File: src/rtl/plm_rd_pkg.sv
// Shared types and default widths for the PLM burst reader and its output FIFO.
package plm_rd_pkg;

   localparam int DATA_W_DEF = 64;
   localparam int ADDR_W_DEF = 13;
   localparam int LEN_W_DEF  = 14;

   typedef enum logic [1:0] {
      ST_IDLE,
      ST_RUN,
      ST_DRAIN,
      ST_FIN
   } rd_state_e;

   typedef struct packed {
      logic [DATA_W_DEF-1:0] data;
      logic                  last;
   } fifo_entry_t;

endpackage

File: src/rtl/plm_rd_fifo.sv
// Small synchronous FIFO of {data, last} entries; the head is read combinationally
// so the stream output is valid in the same cycle the entry becomes visible.
module plm_rd_fifo
   import plm_rd_pkg::*;
#(
   parameter  int DATA_W     = DATA_W_DEF,
   parameter  int FIFO_DEPTH = 4,
   localparam int PTR_W      = $clog2(FIFO_DEPTH),
   localparam int CNT_W      = PTR_W + 1
) (
   input  logic              CLK,
   input  logic              RSTN,
   input  logic              push,
   input  logic [DATA_W-1:0] push_data,
   input  logic              push_last,
   input  logic              pop,
   output logic [DATA_W-1:0] head_data,
   output logic              head_last,
   output logic              empty,
   output logic [CNT_W-1:0]  count
);

   logic [DATA_W:0]  mem_q [FIFO_DEPTH];
   logic [PTR_W-1:0] wr_ptr_q, wr_ptr_d;
   logic [PTR_W-1:0] rd_ptr_q, rd_ptr_d;
   logic [CNT_W-1:0] count_q, count_d;
   logic             push_ok;
   logic             pop_ok;
   logic [DATA_W:0]  head_entry;

   assign pop_ok  = pop && (count_q != '0);
   // A push into a full FIFO is fine as long as the head leaves in the same cycle.
   assign push_ok = push && ((count_q != CNT_W'(FIFO_DEPTH)) || pop_ok);

   always_comb begin
      wr_ptr_d = wr_ptr_q;
      rd_ptr_d = rd_ptr_q;
      count_d  = count_q;
      if (push_ok) begin
         wr_ptr_d = wr_ptr_q + PTR_W'(1);
      end
      if (pop_ok) begin
         rd_ptr_d = rd_ptr_q + PTR_W'(1);
      end
      case ({push_ok, pop_ok})
         2'b10:   count_d = count_q + CNT_W'(1);
         2'b01:   count_d = count_q - CNT_W'(1);
         default: count_d = count_q;
      endcase
   end

   always_ff @(posedge CLK or negedge RSTN) begin
      if (!RSTN) begin
         wr_ptr_q <= '0;
         rd_ptr_q <= '0;
         count_q  <= '0;
      end else begin
         wr_ptr_q <= wr_ptr_d;
         rd_ptr_q <= rd_ptr_d;
         count_q  <= count_d;
      end
   end

   always_ff @(posedge CLK) begin
      if (push_ok) begin
         mem_q[wr_ptr_q] <= {push_data, push_last};
      end
   end

   assign head_entry = mem_q[rd_ptr_q];
   assign empty      = (count_q == '0);
   assign count      = count_q;
   assign head_data  = empty ? '0 : head_entry[DATA_W:1];
   assign head_last  = empty ? 1'b0 : head_entry[0];

endmodule

File: src/rtl/plm_burst_reader.sv
// Burst read front end for a 1W+1R PLM wrapper: issues one read per cycle, never
// alongside a write, and streams the captured words out through a credit-managed FIFO.
module plm_burst_reader
   import plm_rd_pkg::*;
#(
   parameter int DATA_W     = DATA_W_DEF,
   parameter int ADDR_W     = ADDR_W_DEF,
   parameter int LEN_W      = LEN_W_DEF,
   parameter int FIFO_DEPTH = 4
) (
   input  logic              CLK,
   input  logic              RSTN,
   input  logic              req_valid,
   output logic              req_ready,
   input  logic [ADDR_W-1:0] req_addr,
   input  logic [LEN_W-1:0]  req_len,
   output logic              out_valid,
   input  logic              out_ready,
   output logic [DATA_W-1:0] out_data,
   output logic              out_last,
   output logic              done,
   output logic              busy,
   output logic              mem_ce1,
   output logic [ADDR_W-1:0] mem_a1,
   input  logic [DATA_W-1:0] mem_q1,
   input  logic              wr_ce0
);

   localparam int CNT_W = $clog2(FIFO_DEPTH) + 1;

   rd_state_e         state_q, state_d;
   logic [ADDR_W-1:0] cur_addr_q, cur_addr_d;
   logic [LEN_W-1:0]  remaining_q, remaining_d;
   logic              inflight_q, inflight_d;
   logic              inflight_last_q, inflight_last_d;

   logic [CNT_W-1:0]  fifo_count;
   logic              fifo_empty;
   logic              pop_fire;
   logic [CNT_W:0]    credit_used;
   logic              issue;
   logic              drain_done;

   assign pop_fire    = out_valid && out_ready;
   // Words already buffered plus the one arriving next cycle must leave room for another.
   assign credit_used = {1'b0, fifo_count} + (CNT_W + 1)'(inflight_q);
   assign issue       = (state_q == ST_RUN) && (remaining_q != '0) && !wr_ce0
                        && (credit_used < (CNT_W + 1)'(FIFO_DEPTH));
   assign drain_done  = !inflight_q
                        && (fifo_empty || ((fifo_count == CNT_W'(1)) && pop_fire));

   always_comb begin
      state_d         = state_q;
      cur_addr_d      = cur_addr_q;
      remaining_d     = remaining_q;
      inflight_d      = issue;
      inflight_last_d = issue && (remaining_q == LEN_W'(1));
      case (state_q)
         ST_IDLE: begin
            if (req_valid) begin
               cur_addr_d  = req_addr;
               remaining_d = req_len;
               state_d     = (req_len == '0) ? ST_FIN : ST_RUN;
            end
         end
         ST_RUN: begin
            if (issue) begin
               cur_addr_d  = cur_addr_q + ADDR_W'(1);
               remaining_d = remaining_q - LEN_W'(1);
               if (remaining_q == LEN_W'(1)) begin
                  state_d = ST_DRAIN;
               end
            end
         end
         ST_DRAIN: begin
            if (drain_done) begin
               state_d = ST_FIN;
            end
         end
         ST_FIN:  state_d = ST_IDLE;
         default: state_d = ST_IDLE;
      endcase
   end

   always_ff @(posedge CLK or negedge RSTN) begin
      if (!RSTN) begin
         state_q         <= ST_IDLE;
         cur_addr_q      <= '0;
         remaining_q     <= '0;
         inflight_q      <= 1'b0;
         inflight_last_q <= 1'b0;
      end else begin
         state_q         <= state_d;
         cur_addr_q      <= cur_addr_d;
         remaining_q     <= remaining_d;
         inflight_q      <= inflight_d;
         inflight_last_q <= inflight_last_d;
      end
   end

   plm_rd_fifo #(
      .DATA_W     (DATA_W),
      .FIFO_DEPTH (FIFO_DEPTH)
   ) u_fifo (
      .CLK       (CLK),
      .RSTN      (RSTN),
      .push      (inflight_q),
      .push_data (mem_q1),
      .push_last (inflight_last_q),
      .pop       (pop_fire),
      .head_data (out_data),
      .head_last (out_last),
      .empty     (fifo_empty),
      .count     (fifo_count)
   );

   assign out_valid = !fifo_empty;
   assign req_ready = (state_q == ST_IDLE);
   assign busy      = (state_q != ST_IDLE);
   assign done      = (state_q == ST_FIN);
   assign mem_ce1   = issue;
   assign mem_a1    = issue ? cur_addr_q : '0;

endmodule

File: config.mk
export PLATFORM = sky130hd
export DESIGN_NAME = plm_burst_reader
export DESIGN_NICKNAME = d
export VERILOG_FILES = /design/src/rtl/plm_rd_pkg.sv /design/src/rtl/plm_rd_fifo.sv /design/src/rtl/plm_burst_reader.sv
export SDC_FILE = /design/constraint.sdc
export NUM_CORES = 1
export LEC_CHECK = 0
export ABC_CLOCK_PERIOD_IN_PS = 10600
export CORE_MARGIN = 1.5
export CORE_UTILIZATION = 55
export DETAILED_ROUTE_END_ITERATION = 7
export DONT_BUFFER_PORTS = 1
export PLACE_DENSITY_LB_ADDON = 0.12
export SYNTH_ARGS = -nofsm -noshare
export SYNTH_HDL_FRONTEND = slang
export SYNTH_HIERARCHICAL = 1
export SYNTH_SLANG_ARGS = --single-unit
File: constraint.sdc
create_clock -name CLK -period 10.6 [get_ports CLK]
set_clock_uncertainty 0.2 [all_clocks]
set_input_delay 0.53 -clock CLK [delete_from_list [all_inputs] [get_ports CLK]]
set_output_delay 0.53 -clock CLK [all_outputs]
set_load 0.02 [all_outputs]
-- After elaboration in Yosys (flattened, before gate mapping)
Memory sizes are Yosys's and may differ from the RTL's.
Index checks and enable logic that the tools add are counted.
- input port bits: 96
- RAM bits: 260
- output and inout bits: 83
- logic and storage cells: 71
- register bits after elaboration: 38
- memories kept: 1
- muxes and demuxes: 18
- $lt $le $gt $ge: 1
- reductions and logical operators: 24
- add/subtract/negate cells: 7
- eq/ne operators: 12
- memory list (name ; depth ; bits a word ; rd ports ; clocked after memory_dff ; write ports ; line ; RTL):
    u_fifo.mem_q ; 4 ; 65 ; 1 ; 0 ; 1 ; plm_rd_fifo.sv:23 ; logic [DATA_W:0] mem_q [FIFO_DEPTH];
- operators with widths (operator ; count):
    $mux 64 ; 1
    $mux 13 ; 3
    $mux 14 ; 2
    $pmux 14 s2 ; 1
    $pmux 13 s2 ; 1
    $eq 14x1->1 const B ; 1
    $logic_not 14->1 ; 1
    $reduce_bool 14->1 ; 1
    $sub 14x1->14 const B ; 1
    $add 13x1->13 const B ; 1
    $mux 2 ; 5
    $logic_and 1x1->1 ; 9
    $pmux 2 s4 ; 1
    $eq 2x2->1 const B ; 3
    $ne 2x2->1 const B ; 3
    $pmux 3 s2 ; 1
    $reduce_bool 2->1 ; 3
    $add 2x1->2 const B ; 2
    $add 3x1->4 ; 1
    $eq 2x1->1 const B ; 2
    $lt 4x3->1 const B ; 1
    $reduce_and 4->1 ; 1
    $add 3x1->3 const B ; 1
    $eq 3x1->1 const B ; 1
    other kinds (10) ; 15

-- Longest topological paths before layout
Gate-level depths: netlist of run 1.
- depth after elaboration: 8
- depth in mapped cells: 11
- mapped depth without buffers: 9

-- Modules after synthesis
The synthesis of run 1 kept the hierarchy.
- modules (own cells, without submodules) (module ; times used ; sequential area each (um^2) ; cells an instance ; area an instance (um^2)):
    plm_rd_fifo ; 1 ; 7982.7 ; 463 ; 10351.2
    plm_burst_reader ; 1 ; 775.7 ; 252 ; 2114.5

-- Worst setup path before layout of run 1
Ideal clock, no wire load.
- path kind: register to register
- start point: register u_fifo.count_q[0], in the netlist u_fifo/count[0]
- end point: memory u_fifo/mem_q[0][0] (netlist bit) (enable)
- buffers on the path: 1
- period minus slack after synthesis: 3489 ps
- arrival: 2859 ps
- slack: 7111 ps
- stages on the path, launching flop included: 7
- data required time: 9970 ps
- setup time: 430 ps
- cell sequence: dfrtp_1 > or3_1 > clkbuf_1 > inv_1 > nor2b_1 > o41a_1 > and2_1
- longest elaborated chain between the ends: 8
- elaborated cells between the ends (all ways): 10
- those cells by class: 1 x eq/ne; 2 x mux; 7 x reduce/logical
- ends and longest elaborated chain (item ; line ; RTL):
    from (decl) ; plm_rd_fifo.sv:26 ; logic [CNT_W-1:0] count_q, count_d;
    from (signal assigned) ; plm_rd_fifo.sv:60 ; count_q <= count_d;
    $logic_not 3->1 ; plm_rd_fifo.sv:71 ; assign empty = (count_q == '0);
    net fifo_empty ; plm_burst_reader.sv:38 ; logic fifo_empty;
    $logic_not 1->1 ; plm_burst_reader.sv:117 ; assign out_valid = !fifo_empty;
    $logic_and 1x1->1 ; plm_burst_reader.sv:44 ; assign pop_fire = out_valid && out_ready;
    net pop_fire ; plm_burst_reader.sv:39 ; logic pop_fire;
    $logic_and 1x1->1 ; plm_rd_fifo.sv:31 ; assign pop_ok = pop && (count_q != '0);
    $logic_or 1x1->1 ; plm_rd_fifo.sv:33 ; assign push_ok = push && ((count_q != CNT_W'(FIFO_DEPTH)) || pop_ok);
    $logic_and 1x1->1 ; plm_rd_fifo.sv:33 ;
    $mux 1 ; plm_rd_fifo.sv:65 ; if (push_ok) begin
    $mux 1 (not written as such) ; plm_rd_fifo.sv:66 ; mem_q[wr_ptr_q] <= {push_data, push_last};
    to (decl) ; plm_rd_fifo.sv:23 ;
The timed path passes the listed nets, and every way through them passes these cells.

-- Final worst setup path of run 1
- start point: register state_q[1]
- end point: register remaining_q[12]
- longest elaborated chain between the ends: 6
- elaborated cells between the ends (all ways): 10
- those cells by class: 3 x eq/ne; 1 x mux; 6 x reduce/logical
- ends and longest elaborated chain (item ; line ; RTL):
    from (decl) ; plm_burst_reader.sv:31 ; rd_state_e state_q, state_d;
    from (signal assigned) ; plm_burst_reader.sv:93 ; state_q <= state_d;
    $eq 2x1->1 ; plm_burst_reader.sv:47, plm_burst_reader.sv:58 ;
    $logic_and 1x1->1 (2 in a row) ; plm_burst_reader.sv:47 ; assign issue = (state_q == ST_RUN) && (remaining_q != '0) && !wr_ce0
    $logic_and 1x1->1 ; plm_burst_reader.sv:48 ; && (credit_used < (CNT_W + 1)'(FIFO_DEPTH));
    $ne 2x2->1 (no line) ; n/a ;
    $reduce_and 3->1 (no line) ; n/a ;
    to (signal assigned) ; plm_burst_reader.sv:95 ; remaining_q <= remaining_d;
    to (decl) ; plm_burst_reader.sv:33 ; logic [LEN_W-1:0] remaining_q, remaining_d;
Several ways; a longest one is shown, not always the timed one.
A chain may end at the register's enable or synchronous reset.

==> run_results.csv, run 1 <==
group,metric,value,unit
synth,synth_cell_types,61,
clocking,cts_root_buf,"clkbuf_16",
finish,stdcell_count,1099,
finish,regArea,0.008766,mm^2
detailed_routing,viasPerCell,6.118,
floorplanning,dieHeight,153.6,um
finish,fill_cells,1535,
status,status,"finished, final reports clean",
synth,yosys_warnings,6,
synth,postSynthCellCount,715,
worst_setup_path,crit_path_end,"remaining_q[12]",
clocking,cts_tree,"done",
synth,synth_edf_count,260,
global_route,track_usage,0.2164,
worst_setup_path,worstSetupPathType,"flop to flop",
worst_setup_path,cp_max_fo,39,
floorplanning,die_area,0.02358,mm^2
worst_setup_path,cp_common_cell,"buf_4",
timing,layout_min_cycle_time,3.801,ns
worst_setup_path,reg2reg_from,"state_q[1]",
finish,layout-drive-gt1-share,0.1553,
synth,async_reset_ff_frac,0.1275,
power,ir_worst_vdd,0.0001755,V
clocking,cts_buffers,30,
timing,hold_viol_final,0,
timing,fmax,263.1,MHz
worst_setup_path,arrival,4.02,ns
global_route,grt_start_max_net_pins,69,
worst_setup_path,cpMaxStageDelayCell,"nand3_1",
worst_setup_path,critPathCaptureType,"flop",
clocking,cts.sinks,298,
floorplanning,io_pins,179,
power,leakagePower,4.776,nW
synth,ys.flop_type,"edfxtp_1",
clocking,clk-insertion-delay-late,0.54,ns
timing,rsz0062_at_grt,"no",
synth,synth_area_per_cell,17.43,um^2
detailed_routing,wl_per_cell,22.59,um
clocking,path_clk_slew,0.06,ns
detailed_routing,drtPass1Iterations,4,
placed_design,pre_cts_ws,6.845,ns
timing,slew_headroom,0.3004,
global_route,grt_overflow,0,
timing,setup_viol,0,
placed_design,placed_cells,962,
timing,slew_violations,0,
synth,syn_area,0.01247,mm^2
placed_design,io_buffers,0,
floorplanning,core,0.02203,mm^2
detailed_routing,antenna_left,0,
hold_path,hp-class,"input pin to flop",
finish,syn2layout_area_growth,15.64,%
worst_setup_path,path_cells,"inv_1, ha_1, buf_4, clkinv_1, nand3_1, o21ai_2, buf_4, a21boi_0, a2bb2oi_1",
synth,syn-num-nets,824,
timing,finalCritPeriodShare,0.3585,
synth,seq_area_frac_synth,0.7026,
clocking,cts-htree-levels,1,
synth,synth-seq-cells,298,
flow_run,drv_cap,0,
clocking,cts_resized,0,
finish,multi_input_area,0.003405,mm^2
clocking,clockBufferDepth,3,
worst_setup_path,max_stage_delay,0.76,ns
worst_setup_path,reg2reg_depth,9,
global_route,first_global_vias,7183,
global_route,grt_pass1_wl,39630,um
detailed_routing,num_vias,6724,
placed_design,hpwl,14270,um
floorplanning,start_util,0.5660,
global_route,grt_antenna_before_repair,1,
timing,worst_slack,6.799,ns
detailed_routing,wl,24820,um
detailed_routing,dr.first_iter.drc_count,372,
placed_design,gp_congestion,0.8736,
worst_setup_path,timing.rr.end,"remaining_q[12]",
power,powerDensity,275.9,mW/mm^2
worst_setup_path,cp.required,10.82,ns
worst_setup_path,rrSetupSlack,6.80,ns
floorplanning,row_count,54,
timing,worst_pin_slew,1.049,ns
detailed_routing,drc,0,
finish,final_nets,905,
worst_setup_path,cp-start-kind,"flop",
worst_setup_path,crit_start,"state_q[1]",
floorplanning,die_w,153.6,um
timing,tns,0,ns
## cells in the mapped netlist (2+ instances only)
cell | count | area (um^2)
edfxtp_1 | 260 | 7807
and2_1 | 78 | 488.0
mux4_2 | 65 | 1464
dfrtp_1 | 38 | 950.9
nor2_1 | 25 | 93.84
a21oi_1 | 21 | 105.1
clkbuf_1 | 19 | 71.32
inv_1 | 16 | 60.06
nand2_1 | 16 | 60.06
nand3_1 | 16 | 80.08
o21ai_0 | 16 | 80.08
o32ai_1 | 15 | 131.4
nor3_1 | 14 | 70.07
ha_1 | 12 | 150.1
nor4_1 | 9 | 56.30
o22ai_1 | 8 | 50.05
buf_2 | 7 | 35.03
buf_12 | 4 | 80.08
buf_4 | 4 | 30.03
nand2b_1 | 4 | 25.02
nand4_1 | 4 | 25.02
and3_1 | 3 | 18.77
and4_1 | 3 | 26.28
buf_6 | 3 | 33.78
mux2i_1 | 3 | 30.03
o211ai_1 | 3 | 22.52
o21a_1 | 3 | 22.52
or3_1 | 3 | 18.77
or4_1 | 3 | 22.52
xnor2_1 | 3 | 26.28
a21boi_0 | 2 | 15.01
a31oi_1 | 2 | 12.51
a32oi_1 | 2 | 17.52
nor2b_1 | 2 | 12.51
nor3b_1 | 2 | 15.01
xor2_1 | 2 | 17.52
## metrics by stage
stage	util	area, um^2	total power [mW]	hold WS (ns)
2_1_floorplan	-	12470	2.728	0.03441
3_3_place_gp	0.5727	12610	2.910	0.03562
3_5_place_dp	0.5727	12610	2.946	0.03557
4_1_cts	0.6543	14410	4.016	0.002758
5_1_grt	0.6545	14420	4.181	0.01795
6_report	0.6545	14420	3.978	0.01931
## layer usage
layer	track usage	share of wire	wire length, um	vias up
met5	0	0	0	-
met4	0.04808	0.020	495	0
met3	0.04566	0.062	1532	40
met2	0.3792	0.52	12790	233
met1	0.2807	0.40	10000	3449
li1	-	-	-	3002
## worst max-delay path: cells and delay by family (launching register included)
family,cells,cell delay [ns]
buffers and inverters,4,1.51
flip-flops,1,0.40
AO/OA/AOI/OAI,3,0.65
AND/OR/NAND/NOR,1,0.76
adder cells (fa/ha/maj),1,0.15
## logic make-up after synthesis
group                      synth area share
AOI/OAI and AO/OA                   0.04497
xor gates and xnor gates           0.003514
adders and majority gates           0.01365
buffers and inverters               0.02519
DFF                                  0.7026
muxes                                0.1207
and+or+nand+nor                     0.08933
## power breakdown
| part | switching [mW] | internal, mW | leakage [nW] | total, mW |
|---|---|---|---|---|
| Clock | 0.413 | 0.615 | 0.468 | 1.03 |
| Sequential | 0.191 | 1.45 | 2.80 | 1.64 |
| Combinational | 0.795 | 0.515 | 1.50 | 1.31 |
| Total | 1.40 | 2.58 | 4.78 | 3.98 |
## worst min path at each step
stage	from	to	slack [ns]	cells past startpoint
after global routing	req_len[0]	remaining_q[0]	0.02	2
after detailed placement	RSTN	remaining_q[4]	0.04	0
after CTS	req_len[6]	remaining_q[6]	0.003	2
after global placement	RSTN	remaining_q[4]	0.04	0
after floorplan	RSTN	cur_addr_q[0]	0.03	0
final	req_len[3]	remaining_q[3]	0.02	2
## sequential cells by signal, summed over array words and instances, names as in the netlist
| register | cells |
|---|---|
| u_fifo/wr_ptr_q | 2 |
| u_fifo/count | 3 |
| inflight_q | 1 |
| state_q | 2 |
| remaining_q | 14 |
| u_fifo/mem_q | 260 |
| inflight_last_q | 1 |
| u_fifo/rd_ptr_q | 2 |
| cur_addr_q | 13 |
## layout make-up
type | instances | area share
repair buffers | 86 | 0.05972
multi-input cells | 363 | 0.2362
clock buffers | 38 | 0.05416
diodes | 1 | 0.0001736
inverters | 17 | 0.004427
clock inverters | 16 | 0.01293
well taps | 280 | 0.02430
flip-flops and latches | 298 | 0.6081
## cell usage in the layout, fill, tap and decap left out, types with 3 or more instances in the layout
| cell type | n |
|---|---|
| a21oi_1 | 21 |
| and2_1 | 74 |
| and2_4 | 4 |
| and3_1 | 3 |
| and4_1 | 3 |
| buf_4 | 4 |
| bufinv_16 | 4 |
| clkbuf_1 | 8 |
| clkbuf_16 | 30 |
| clkinv_1 | 7 |
| clkinv_2 | 4 |
| dfrtp_1 | 36 |
| dlygate4sd3_1 | 81 |
| edfxtp_1 | 260 |
| ha_1 | 12 |
| inv_1 | 16 |
| mux2i_1 | 3 |
| mux4_2 | 65 |
| nand2_1 | 16 |
| nand2b_1 | 4 |
| nand3_1 | 16 |
| nand4_1 | 4 |
| nor2_1 | 25 |
| nor3_1 | 14 |
| nor4_1 | 9 |
| o211ai_1 | 3 |
| o21a_1 | 3 |
| o21ai_0 | 16 |
| o22ai_1 | 8 |
| o32ai_1 | 15 |
| or4_1 | 3 |
| xnor2_1 | 3 |
## timing repair
| item | CTS | global route |
|---|---|---|
| hold endpoints to repair | 310 | 0 |
| buffers inserted | 0 | 0 |
| hold buffers | 82 | 0 |
(Power assumes the default switching activity.)
==> run 2, diff against run 1 <==
ABC_CLOCK_PERIOD_IN_PS = 3900   (was 10600)
clock period = 3.9 ns   (was 10.6 ns; I/O delays follow)
==> run 2 against run 1 <==
  * Power increased to 2.8 times the previous value
  * Setup slack got worse by 6.2 ns
  * First-iteration DRC count increased by 36%
  * Clock-buffer cell count up 6
  * Non-clock buffer count rose by 22
  * Final cell count up 2.2%
  * Critical path depth is 4 lower
  * Via count rose by 3.2%
  * Register-to-register slack got worse by 6.2 ns
  * Sequential share of layout area fell by 1.1 points
  * Cell area rose by 1.9%
  * Wire length is 0.72% higher
  * Critical endpoint is now mem_a1[5]
==> run_results.csv, run 2 (same netlist as run 1, synthesis figures left out) <==
group,metric,value,unit
status,status,"finished, final reports clean",
power,totalPowerFinal,11.00,mW
worst_setup_path,cp.required,3.50,ns
placed_design,gp_congestion,0.9506,
detailed_routing,drtPass1Iterations,5,
finish,largest-register,"u_fifo/mem_q",
floorplanning,core,0.02203,mm^2
timing,layout_min_cycle_time,3.349,ns
worst_setup_path,path_cells,"inv_1, ha_1, nand3_1, nor2_1, and2_1",
power,clkPwrFrac,0.261,
clocking,cts_tree,"done",
worst_setup_path,cpMaxStageDelayCell,"nor2_1",
hold_path,hp-class,"input pin to flop",
worst_setup_path,reg2reg_depth,9,
power,pwr-share-comb,0.332,
flow_run,drv_cap,0,
global_route,grt_start_max_net_pins,69,
detailed_routing,viasPerCell,6.182,
power,ir_worst_vdd,0.0004516,V
detailed_routing,drc,0,
worst_setup_path,crit_cells,5,
worst_setup_path,path_buf_inv,1,
floorplanning,die_area,0.02358,mm^2
global_route,grt_overflow,0,
finish,final_nets,927,
timing,slew_violations,0,
worst_setup_path,cp-start-kind,"flop",
floorplanning,dieHeight,153.6,um
hold_path,holdPathStages,5,
floorplanning,row_count,54,
detailed_routing,wl,25000,um
clocking,cts-htree-levels,1,
clocking,clockBufferDepth,3,
worst_setup_path,arrival,2.95,ns
timing,hold_viol_final,0,
finish,syn2layout_area_growth,17.86,%
placed_design,hpwl,14110,um
worst_setup_path,crit_family,"simple AND/OR/NAND/NOR gates",
finish,final_cell_mix,"edfxtp_1 (260), dlygate4sd3_1 (98), and2_1 (74)",
timing,slew_headroom,0.2970,
timing,worst_pin_slew,1.054,ns
clocking,cts_root_buf,"clkbuf_16",
finish,largestRegisters,"u_fifo/mem_q (260), remaining_q (14), cur_addr_q (13)",
detailed_routing,num_vias,6942,
floorplanning,start_util,0.5660,
global_route,track_usage,0.2128,
clocking,clk-insertion-delay-late,0.55,ns
worst_setup_path,max_stage_delay,0.83,ns
timing,finalHoldWorstSlack,0.08822,ns
clocking,path_clk_slew,0.06,ns
worst_setup_path,rrSetupSlack,0.60,ns
placed_design,io_buffers,0,
floorplanning,io_pins,179,
finish,largest_reg_flops,260,
clocking,cts_buffers,30,
global_route,grt_antenna_before_repair,1,
detailed_routing,wl_per_cell,22.26,um
power,switchingPower,3.845,mW
detailed_routing,antenna_left,0,
power,power_frac_seq,0.407,
finish,layout-drive-gt1-share,0.1651,
power,powerDensity,748.7,mW/mm^2
finish,final_common_cell,"edfxtp_1",
floorplanning,die_w,153.6,um
global_route,grt_pass1_wl,38900,um
power,leakagePower,4.914,nW
power,p_int,7.154,mW
clocking,cts.sinks,298,
timing,finalCritPeriodShare,0.8588,
global_route,first_global_vias,7158,
worst_setup_path,worstSetupPathType,"flop to output pin",
timing,tns,0,ns
timing,setup_viol,0,
timing,rsz0062_at_grt,"no",
timing,fmax,298.6,MHz
detailed_routing,dr.first_iter.drc_count,507,
worst_setup_path,critPathCaptureType,"output pin",
clocking,cts_resized,0,
power,p_sw_frac,0.3496,
worst_setup_path,cp_max_fo,12,
[run 2: cell count changes in the layout (fill, tap and decap cells not counted)]
| cell | delta |
|---|---|
| buf_4 | +3 |
| clkbuf_16 | +1 |
| clkinv_2 | +3 |
| clkinv_1 | -5 |
| dlygate4sd3_1 | +17 |
| bufinv_16 | -1 |
| clkbuf_8 | +5 |
| clkinv_8 | -1 |
| buf_12 | +2 |
[run 2: power groups by stage]
stage	clock [mW]	combinational, mW	sequential, mW
floorplan	0	3.22	4.19
global placement	0	3.42	4.51
detailed placement	0	3.50	4.55
CTS	2.92	3.66	4.48
global route	3.05	3.93	4.56
finish	2.87	3.65	4.48
[run 2: path summary, 6_finish.rpt]
kind,start,to
max,state_q[1],mem_a1[5]
min,wr_ce0,cur_addr_q[2]
max reg2reg,state_q[1],remaining_q[12]
min reg2reg,inflight_last_q,u_fifo/mem_q[2][0]
max in group asynchronous,RSTN,u_fifo/rd_ptr_q[1]
min in group asynchronous,RSTN,remaining_q[10]
[run 2: metrics by stage]
| stage | instances | util | cell area (um^2) | setup slack, ns |
|---|---|---|---|---|
| floorplan | 715 | - | 12470 | 0.4109 |
| global placement | 966 | 0.5746 | 12660 | 0.9459 |
| detailed placement | 966 | 0.5746 | 12660 | 0.6722 |
| CTS | 1122 | 0.6669 | 14690 | 0.6006 |
| global route | 1123 | 0.6670 | 14690 | 0.4110 |
| finish | 1123 | 0.6670 | 14690 | 0.5505 |
[run 2: final cells by class]
cell class / instances / area (um^2)
Antenna cell: 1 / 2.502
Clock buffer: 44 / 874.6
Clock inverter: 12 / 136.4
Fill cell: 1519 / 7335
Inverter: 17 / 63.81
Multi-Input combinational cell: 363 / 3405
Sequential cell: 298 / 8766
Tap cell: 280 / 350.3
Timing Repair Buffer: 108 / 1094
[run 2: repair_timing]
item | CTS | global route
setup endpoints to repair | 0 | 0
hold buffers | 100 | 0
hold endpoints to repair | 325 | 0
buffers inserted | 0 | 0
[run 2: layer usage]
metal  vias to the layer above  routed length, um  track usage
met1                      3517               9997       0.2780
met4                         0                744      0.06334
met5                         -                  0            0
met3                        68               1787      0.04679
met2                       297              12470       0.3618
li1                       3060                  -            -
[run 2: worst min-delay path, stage by stage]
cell and delay, ns:
nor2_1 0.04, nand4_1 0.16, nor2_2 0.10, a31oi_1 0.17
o21a_1 0.13
==> run 3, diff against run 2 <==
SYNTH_HIERARCHICAL = default   (was 1)
==> run 3 against run 2 <==
  * Utilization increased by 0.70 points
  * Clock power increased by 1%
  * Via count decreased by 0.36%
  * Hold slack worse by 0.069 ns
  * Cell area is 1.4% higher
  * Synthesized cell count decreased by 1.3%
  * Global-route usage increased by 1.1 points
  * Setup slack better by 0.049 ns
  * Sequential share of layout area fell by 0.80 points
  * Maximum frequency increased by 1.5%
  * Critical endpoint is now mem_a1[3]
  * Largest cell class unchanged
==> run_results.csv, run 3 <==
group,metric,value,unit
worst_setup_path,cpMaxStageDelayCell,"and3_1",
worst_setup_path,cp_max_fo,16,
timing,slew_headroom,0.1982,
detailed_routing,num_vias,6917,
timing,worst_slack,0.5992,ns
floorplanning,dieHeight,153.8,um
synth,postSynthCellCount,706,
detailed_routing,drtPass1Iterations,5,
worst_setup_path,cp.required,3.50,ns
placed_design,io_buffers,0,
synth,syn_area,0.01251,mm^2
finish,largestRegisters,"u_fifo.mem_q (260), remaining_q (14), cur_addr_q (13)",
worst_setup_path,worstSetupPathType,"flop to output pin",
finish,final_nets,928,
finish,final_cell_mix,"edfxtp_1 (260), dlygate4sd3_1 (105), and2_1 (82)",
placed_design,hpwl,15440,um
synth,yosys.cell_count.top_type,"edfxtp_1",
floorplanning,die_w,153.8,um
timing,tns,0,ns
detailed_routing,wl_per_cell,23.17,um
global_route,grt_use_met3,0.04791,
timing,slew_violations,0,
hold_path,hp-class,"input pin to flop",
synth,syn-num-nets,819,
finish,syn2layout_area_growth,19.07,%
detailed_routing,drc,0,
detailed_routing,dr.first_iter.drc_count,529,
synth,synth_edf_count,260,
worst_setup_path,critPathCaptureType,"output pin",
worst_setup_path,path_cells,"nor4_4, nand4_2, and3_1, and2_1",
global_route,grt_overflow,0,
detailed_routing,viasPerCell,6.170,
clocking,post_cts.repair.setup_buffers,0,
power,leakagePower,5.073,nW
synth,yosys_warnings,0,
floorplanning,core,0.02209,mm^2
finish,final_core_util,0.6740,
clocking,clockBufferDepth,3,
synth,synth_top_area_share,0.6242,
synth,synth_area_per_cell,17.72,um^2
flow_run,drv_cap,0,
synth,yosys.area.top_type,"edfxtp_1",
clocking,cts_root_buf,"clkbuf_16",
floorplanning,row_count,54,
worst_setup_path,cp-start-kind,"flop",
power,switchingPower,3.810,mW
global_route,first_global_vias,7365,
timing,hold_viol_final,0,
synth,synth_common_cells,"edfxtp_1 (260), and2_1 (86), mux4_2 (65)",
clocking,cts-htree-levels,1,
global_route,track_usage,0.2237,
synth,synth_cell_types,61,
global_route,grt_start_max_net_pins,67,
detailed_routing,wl,25980,um
timing,setup_viol,0,
synth,synth-seq-cells,298,
placed_design,gp_congestion,0.9323,
finish,multi_input_area,0.003506,mm^2
floorplanning,io_pins,179,
finish,largest-register,"u_fifo.mem_q",
clocking,cts.sinks,298,
finish,fill_cells,1480,
power,powerDensity,739.5,mW/mm^2
timing,rsz0062_at_grt,"no",
clocking,cts_tree,"done",
global_route,grt_antenna_before_repair,2,
synth,synthTopCellsByArea,"edfxtp_1 (62%), mux4_2 (12%), dfrtp_1 (7.6%)",
floorplanning,start_util,0.5661,
status,status,"finished, final reports clean",
timing,layout_min_cycle_time,3.301,ns
finish,regArea,0.008766,mm^2
power,power_frac_seq,0.400,
global_route,met2_usage,0.3827,
synth,async_reset_ff_frac,0.1275,
timing,fmax,303.0,MHz
timing,finalCritPeriodShare,0.8464,
floorplanning,die_area,0.02365,mm^2
global_route,grt_use_met1,0.2951,
placed_design,placed_cells,956,
worst_setup_path,arrival,2.91,ns
clocking,cts_resized,0,
clocking,path_clk_slew,0.06,ns
power,p_sw_frac,0.3460,
power,p_int,7.203,mW
global_route,grt_pass1_wl,40990,um
clocking,cts_buffers,30,
placed_design,pre_cts_ws,1.180,ns
power,pwr-share-comb,0.335,
detailed_routing,antenna_left,0,
finish,final_common_cell,"edfxtp_1",
synth,seq_area_frac_synth,0.7003,
finish,largest_reg_flops,260,
power,ir_worst_vdd,0.0004322,V
clocking,clk-insertion-delay-late,0.54,ns
worst_setup_path,max_stage_delay,0.58,ns
global_route,grt-busiest-layer,"met2",
finish,layout-drive-gt1-share,0.1704,
power,clkPwrFrac,0.265,
synth,ys.flop_type,"edfxtp_1",
timing,worst_pin_slew,1.192,ns
timing,finalHoldWorstSlack,0.01882,ns
finish,stdcell_count,1121,
==> run 3: cell types whose count changed after synthesis, moves of 10 or more <==
cell and change:
a21oi_1 -17, inv_1 +10, nor3_1 -10, o32ai_1 -10
==> run 3: timing repair <==
action                                  4_1_cts  5_1_grt
hold buffers                                107        0
endpoints found under the setup margin        0        0
hold endpoints to repair                    329        0
==> run 3: critical path: cells and delay by family (launching register included) <==
kind	cells	cell delay [ns]
DFF	1	0.44
and+or+nand+nor	4	1.92
==> run 3: worst paths after layout <==
check | start | to | slack, ns | depth (start not counted)
setup / recovery | remaining_q[6] | mem_a1[3] | 0.60 | 4
hold / removal | req_valid | remaining_q[10] | 0.02 | 4
setup reg to reg | remaining_q[6] | remaining_q[11] | 0.72 | 5
hold reg to reg | u_fifo.count[2] | u_fifo.count[2] | 0.36 | 1
max in group asynchronous | RSTN | u_fifo.rd_ptr_q[1] | 2.74 | 4
min in group asynchronous | RSTN | u_fifo.wr_ptr_q[1] | 0.54 | 4
==> run 3: routing by layer <==
layer	routed length [um]	vias up
li1	-	3048
met4	505	0
met3	1883	49
met2	13080	298
met1	10510	3522
met5	0	-
==> run 3: kinds of logic after synthesis <==
family                   count (synthesis)  share of synthesized area
flip-flops                             298                     0.7003
AND/OR/NAND/NOR                        181                    0.08764
multiplexers                            75                     0.1252
AO/OA/AOI/OAI                           66                    0.04522
buffers and inverters                   63                    0.02041
adder cells (fa/ha/maj)                 17                    0.01701
XOR/XNOR                                 6                   0.004202
==> run 3: cell type report <==
type,instances,share of cell area
antenna,2,0.0003361
clock buffer,35,0.05310
clock inverter,21,0.01504
inverter,27,0.006806
multi-input combinational,345,0.2354
sequential,298,0.5886
tap,280,0.02353
timing repair buffer,113,0.07713
==> run 3: per-stage QoR <==
step	instance area (um^2)	total power [mW]
2_1_floorplan	12510	7.229
3_3_place_gp	12780	7.883
3_5_place_dp	12780	7.992
4_1_cts	14890	11.08
5_1_grt	14890	11.54
6_report	14890	11.01
==> run 3: power groups by stage <==
| stage | clock network [mW] | logic (mW) | registers (mW) |
|---|---|---|---|
| after floorplan | 0 | 3.07 | 4.16 |
| after global placement | 0 | 3.45 | 4.43 |
| after detailed placement | 0 | 3.53 | 4.46 |
| after CTS | 2.97 | 3.72 | 4.40 |
| after global routing | 3.09 | 3.99 | 4.46 |
| final | 2.91 | 3.69 | 4.41 |
